--- src/rtl/alu_muldiv.sv ---
// RV32M execution unit: pipelined multiplier and iterative restoring divider.
// Handles one operation at a time behind a valid/ready handshake on each side.
module alu_muldiv #(
    parameter int XLEN          = 32,
    parameter int MUL_LATENCY   = 2,
    parameter int DIV_EARLY_OUT = 1
) (
    input  logic            clk,
    input  logic            rst,
    input  logic            in_valid,
    output logic            in_ready,
    input  logic [2:0]      funct3,
    input  logic [XLEN-1:0] in1,
    input  logic [XLEN-1:0] in2,
    input  logic            flush,
    output logic            out_valid,
    input  logic            out_ready,
    output logic [XLEN-1:0] out,
    output logic            busy
);

    localparam int CNT_W = $clog2(XLEN);

    localparam logic [XLEN-1:0]  ZERO_X  = {XLEN{1'b0}};
    localparam logic [XLEN-1:0]  ONES_X  = {XLEN{1'b1}};
    localparam logic [XLEN-1:0]  ONE_X   = {{(XLEN-1){1'b0}}, 1'b1};
    localparam logic [XLEN-1:0]  MIN_X   = {1'b1, {(XLEN-1){1'b0}}};
    localparam logic [CNT_W-1:0] CNT_ZERO = {CNT_W{1'b0}};
    localparam logic [CNT_W-1:0] CNT_ONE  = {{(CNT_W-1){1'b0}}, 1'b1};
    localparam logic [CNT_W-1:0] CNT_DIV  = CNT_W'(XLEN - 1);
    localparam logic [CNT_W-1:0] CNT_MUL  = CNT_W'(MUL_LATENCY - 1);

    typedef enum logic [2:0] {
        S_IDLE = 3'd0,
        S_MUL  = 3'd1,
        S_DIV  = 3'd2,
        S_FIX  = 3'd3,
        S_DONE = 3'd4
    } state_t;

    function automatic logic [XLEN-1:0] negate(input logic [XLEN-1:0] v);
        return ~v + ONE_X;
    endfunction

    state_t             state_r;
    logic [2:0]         op_r;
    logic [CNT_W-1:0]   cnt_r;
    logic [XLEN-1:0]    out_r;
    logic [2*XLEN-1:0]  pipe_r [MUL_LATENCY];
    logic [XLEN-1:0]    quo_r;
    logic [XLEN-1:0]    rem_r;
    logic [XLEN-1:0]    div_r;
    logic               neg_q_r;
    logic               neg_r_r;
    logic               spec_r;
    logic [XLEN-1:0]    spec_val_r;

    logic               accept_s;
    logic               div_signed_s;
    logic               in1_neg_s;
    logic               in2_neg_s;
    logic [XLEN-1:0]    abs1_s;
    logic [XLEN-1:0]    abs2_s;
    logic               div0_s;
    logic               ovf_s;
    logic               special_s;
    logic [XLEN-1:0]    spec_val_s;
    logic               mul_a_sgn_s;
    logic               mul_b_sgn_s;
    logic [2*XLEN-1:0]  mul_a_s;
    logic [2*XLEN-1:0]  mul_b_s;
    logic [2*XLEN-1:0]  prod_in_s;
    logic [XLEN:0]      trial_s;
    logic [XLEN-1:0]    quo_fix_s;
    logic [XLEN-1:0]    rem_fix_s;
    logic [2*XLEN-1:0]  pipe_last_s;
    logic [XLEN-1:0]    mul_res_s;

    // Request decode: operand conditioning, special-case detection and first product stage input.
    always_comb begin
        accept_s     = in_valid & (state_r == S_IDLE) & ~flush;
        div_signed_s = ~funct3[0];
        in1_neg_s    = div_signed_s & in1[XLEN-1];
        in2_neg_s    = div_signed_s & in2[XLEN-1];
        abs1_s       = in1_neg_s ? negate(in1) : in1;
        abs2_s       = in2_neg_s ? negate(in2) : in2;
        div0_s       = (in2 == ZERO_X);
        ovf_s        = div_signed_s & (in1 == MIN_X) & (in2 == ONES_X);
        special_s    = div0_s | ovf_s;
        if (div0_s) begin
            spec_val_s = funct3[1] ? in1 : ONES_X;
        end else if (ovf_s) begin
            spec_val_s = funct3[1] ? ZERO_X : MIN_X;
        end else begin
            spec_val_s = ZERO_X;
        end
        // Extending to 2*XLEN makes one unsigned multiply serve all four signedness mixes.
        mul_a_sgn_s  = (funct3[1:0] != 2'b11) & in1[XLEN-1];
        mul_b_sgn_s  = ~funct3[1] & in2[XLEN-1];
        mul_a_s      = {{XLEN{mul_a_sgn_s}}, in1};
        mul_b_s      = {{XLEN{mul_b_sgn_s}}, in2};
        prod_in_s    = mul_a_s * mul_b_s;
    end

    // Per-cycle datapath: restoring divide step, sign fix-up and multiply result select.
    always_comb begin
        trial_s     = {rem_r, quo_r[XLEN-1]} - {1'b0, div_r};
        quo_fix_s   = neg_q_r ? negate(quo_r) : quo_r;
        rem_fix_s   = neg_r_r ? negate(rem_r) : rem_r;
        pipe_last_s = pipe_r[MUL_LATENCY-1];
        if (op_r == 3'b000) begin
            mul_res_s = pipe_last_s[XLEN-1:0];
        end else begin
            mul_res_s = pipe_last_s[2*XLEN-1:XLEN];
        end
    end

    // Control FSM with the operand, product pipeline and divider registers.
    always_ff @(posedge clk) begin
        if (rst) begin
            state_r    <= S_IDLE;
            op_r       <= 3'b000;
            cnt_r      <= CNT_ZERO;
            out_r      <= ZERO_X;
            quo_r      <= ZERO_X;
            rem_r      <= ZERO_X;
            div_r      <= ZERO_X;
            neg_q_r    <= 1'b0;
            neg_r_r    <= 1'b0;
            spec_r     <= 1'b0;
            spec_val_r <= ZERO_X;
            for (int i = 0; i < MUL_LATENCY; i++) begin
                pipe_r[i] <= {(2*XLEN){1'b0}};
            end
        end else if (flush && (state_r != S_IDLE)) begin
            state_r <= S_IDLE;
        end else begin
            case (state_r)
                S_IDLE: begin
                    if (accept_s) begin
                        op_r <= funct3;
                        if (!funct3[2]) begin
                            pipe_r[0] <= prod_in_s;
                            cnt_r     <= CNT_MUL;
                            state_r   <= S_MUL;
                        end else if (special_s && (DIV_EARLY_OUT != 0)) begin
                            out_r   <= spec_val_s;
                            state_r <= S_DONE;
                        end else begin
                            quo_r      <= abs1_s;
                            div_r      <= abs2_s;
                            rem_r      <= ZERO_X;
                            neg_q_r    <= in1_neg_s ^ in2_neg_s;
                            neg_r_r    <= in1_neg_s;
                            spec_r     <= special_s;
                            spec_val_r <= spec_val_s;
                            cnt_r      <= CNT_DIV;
                            state_r    <= S_DIV;
                        end
                    end
                end
                S_MUL: begin
                    if (cnt_r == CNT_ZERO) begin
                        out_r   <= mul_res_s;
                        state_r <= S_DONE;
                    end else begin
                        for (int i = 1; i < MUL_LATENCY; i++) begin
                            pipe_r[i] <= pipe_r[i-1];
                        end
                        cnt_r <= cnt_r - CNT_ONE;
                    end
                end
                S_DIV: begin
                    // Non-negative trial keeps the subtraction and sets the quotient bit.
                    if (!trial_s[XLEN]) begin
                        rem_r <= trial_s[XLEN-1:0];
                        quo_r <= {quo_r[XLEN-2:0], 1'b1};
                    end else begin
                        rem_r <= {rem_r[XLEN-2:0], quo_r[XLEN-1]};
                        quo_r <= {quo_r[XLEN-2:0], 1'b0};
                    end
                    if (cnt_r == CNT_ZERO) begin
                        state_r <= S_FIX;
                    end else begin
                        cnt_r <= cnt_r - CNT_ONE;
                    end
                end
                S_FIX: begin
                    if (spec_r) begin
                        out_r <= spec_val_r;
                    end else if (op_r[1]) begin
                        out_r <= rem_fix_s;
                    end else begin
                        out_r <= quo_fix_s;
                    end
                    state_r <= S_DONE;
                end
                S_DONE: begin
                    if (out_ready) begin
                        state_r <= S_IDLE;
                    end else begin
                        state_r <= S_DONE;
                    end
                end
                default: begin
                    state_r <= S_IDLE;
                end
            endcase
        end
    end

    assign in_ready  = (state_r == S_IDLE);
    assign busy      = (state_r != S_IDLE);
    assign out_valid = (state_r == S_DONE);
    assign out       = out_r;

endmodule

--- config.mk ---
export PLATFORM = sky130hd
export DESIGN_NAME = alu_muldiv
export DESIGN_NICKNAME = d
export VERILOG_FILES = /design/src/rtl/alu_muldiv.sv
export SDC_FILE = /design/constraint.sdc
export NUM_CORES = 2
export LEC_CHECK = 0
export CORE_AREA = 2 2 330 462
export CTS_CLUSTER_DIAMETER = 80
export DETAILED_ROUTE_END_ITERATION = 12
export DIE_AREA = 0 0 332 464
export PLACE_DENSITY = 0.5
export SKIP_LAST_GASP = 1
export SLEW_MARGIN = 20
export SYNTH_ARGS = -nofsm -noshare
export SYNTH_HDL_FRONTEND = slang
export SYNTH_SLANG_ARGS = --single-unit
--- constraint.sdc ---
create_clock -name clk -period 12.71 [get_ports clk]
set_input_delay 2.542 -clock clk [delete_from_list [all_inputs] [get_ports clk]]
set_output_delay 2.542 -clock clk [all_outputs]
set_load 0.02 [all_outputs]
==> results_dict.tcl <==
set metrics [dict create \
    seq_area_frac_synth 0.124 \
    cts_tree "done" \
    syn-num-nets 7390 \
    insertion_delay_ns 0.59 \
    crit_required_ns 13.01 \
    wl_per_cell_um 23.6 \
    clockBufferDepth 3 \
    htree_levels 1 \
    syn_area_per_cell_um2 9.02 \
    antenna_found_initial 15 \
    gr-usage-all-layers 0.243 \
    portBuffers 106 \
    ant_nets 0 \
    rows 168 \
    clock-sinks 269 \
    finalCritPeriodShare 0.887 \
    wirelength_mm 184 \
    final_nets 7261 \
    gp_congestion 0.908 \
    synth_cells 5941 \
    dieHeight_um 464 \
    dr.first_iter.drc_count 2822 \
    cp-startpoint "funct3[1]" \
    yosysWarnings 0 \
    drc_errors 0 \
    dpl.hpwl_mm 148 \
    relSlewSlack 0.272 \
    tns_ns 0 \
    finalSetupViolCount 0 \
    post-synth-top-count-cell "inv_1" \
    grt_max_degree 73 \
    final_hold_viol_count 0 \
    cp.arrival_ns 11.58 \
    cts_hold_buf 0 \
    status "finished, final reports clean" \
    fmaxAchievable_ghz 0.0887 \
    hold_start "div_r[17]" \
    final_max_slew_viol_count 0 \
    routed.top_layer "met5" \
    viasPerCell 5.20 \
    synth-edff-count 128 \
    grt_pass1_wl_mm 282 \
    cts_buffers 29 \
    grt_pass1_vias 44531 \
    die_w_um 332 \
    drive_above_1_share 0.0487 \
    fin_crit_ns 11.27 \
    clk_pin_slew_ns 0.06 \
    cts_root_buf "clkbuf_16" \
    synth_area_leaders "fa_1 42%, inv_1 8.0%, edfxtp_1 7.2%" \
    synth_cell_type_count 80 \
    die-area_um2 154000 \
    area_growth_pct 6.83 \
    synth-seq-cells 269 \
    end_kind "flip-flop" \
    placeableCoreArea_um2 150000 \
    synth_top_area_share 0.421 \
    wl_met2_mm 97.5 \
    rr_worst_depth 15 \
    maxCapViolations 0 \
    synthFlopType "dfxtp_1" \
    worstMarginPinSlew_ns 1.09 \
    synthArstFlopShare 0 \
    fin_skew_ns 0.0224 \
    vias 40555 \
    dr_wl_met3_mm 8.29 \
    cp_max_fo 9 \
    synth.largest_area_cell "fa_1" \
    initial_core_util 0.358 \
    worstSetupPathType "in2reg" \
    rsz0062_at_grt "no" \
    cts_resized 0 \
    dr.pass1.iters 6 \
    yosys-top-cells-count "1147 x inv_1, 1126 x fa_1, 906 x nand2_1" \
    wl_met1_mm 70.8 \
    hp-class "reg2reg" \
    netlist_area_um2 53600 \
    ios 107 \
    cp-start-kind "input pin" \
    r2r_start "quo_r[31]" \
    cts_setup_buffers 0 \
    overflow 0 \
    hold_depth 2 \
]
-- cell type report --
| cell class | count | area [µm²] |
|---|---|---|
| fill | 15192 | 92400 |
| inverter | 1148 | 4310 |
| tap | 1955 | 2450 |
| clock buffer | 37 | 790 |
| sequential | 269 | 6670 |
| timing repair buffer | 222 | 1690 |
| multi-input combinational | 4142 | 41200 |
| antenna | 7 | 17.5 |
| clock inverter | 16 | 133 |
-- worst max-delay path: stages --
cell and delay (ns):
clkdlybuf4s50_1 0.52, a21boi_2 0.46, buf_4 0.31, and2_1 0.17
fa_1 0.42, inv_1 0.27, fa_1 0.48, inv_1 0.08
fa_1 0.52, fa_1 0.60, fa_1 0.47, fa_1 0.55
fa_1 0.51, inv_1 0.05, fa_1 0.49, inv_1 0.05
ha_1 0.43, nand2_1 0.14, nor3_1 0.41, nand4_1 0.13
o21ai_0 0.62, o21ai_0 0.45, o21ai_0 0.50, a31oi_1 0.18
xor2_1 0.16, nor2_1 0.05
-- state kept, by name, indices dropped and copies added, names as in the netlist --
signal and cells:
div_r 32, pipe_r 128, state_r 3, quo_r 32, cnt_r 5, neg_r_r 1, neg_q_r 1, op_r 3
rem_r 32, out 32
-- per-layer routing --
metal,vias to the layer above,GRT usage
met1,21239,0.289
met4,4,0.0827
met2,1150,0.457
li1,17843,-
met5,-,0
met3,319,0.0183
-- per-stage QoR --
stage	hold slack, ns	cells	instance area (µm²)	worst slack, ns	utilization
CTS	0.456	7789	57200	1.49	0.382
global route	0.473	7790	57200	1.16	0.382
finish	0.454	7796	57200	1.44	0.382
global placement	0.444	7736	56300	0.949	0.376
detailed placement	0.448	7736	56300	0.905	0.376
floorplan	0.425	5941	53600	1.97	-
-- final timing paths --
kind              endpoint  slack [ns]
max reg2reg      rem_r[17]        8.12
min              div_r[17]        0.45
min reg2reg      div_r[17]        0.45
max          pipe_r[0][60]        1.44
-- cell families after synthesis --
logic type / after synthesis / synth area share
compound gates: 664 / 0.0844
simple gates: 1849 / 0.161
xor+xnor: 214 / 0.0350
mux: 38 / 0.00710
fa+ha+maj: 1377 / 0.479
buf+inv: 1530 / 0.108
flops: 269 / 0.124
-- cell usage in the layout, fill, tap and decap left out, types with 27 or more instances in the layout --
cell,instances
inv_1,1147
fa_1,1126
nand2_1,905
and2_1,428
nor2_1,253
ha_1,251
a21oi_1,190
dfxtp_1,141
edfxtp_1,128
xnor2_1,122
o21ai_0,117
buf_4,116
xor2_1,92
clkdlybuf4s50_1,55
buf_2,50
a21o_1,49
a211oi_1,43
nor2b_1,41
o211ai_1,39
mux2i_1,38
nor3_1,36
o22ai_1,34
nand2b_1,31
nand3_1,31
clkbuf_16,29
a211oi_2,27
o31ai_1,27
Power is not shown: default switching activity piles up to over one toggle a cycle in this logic, so the estimate is an artifact.
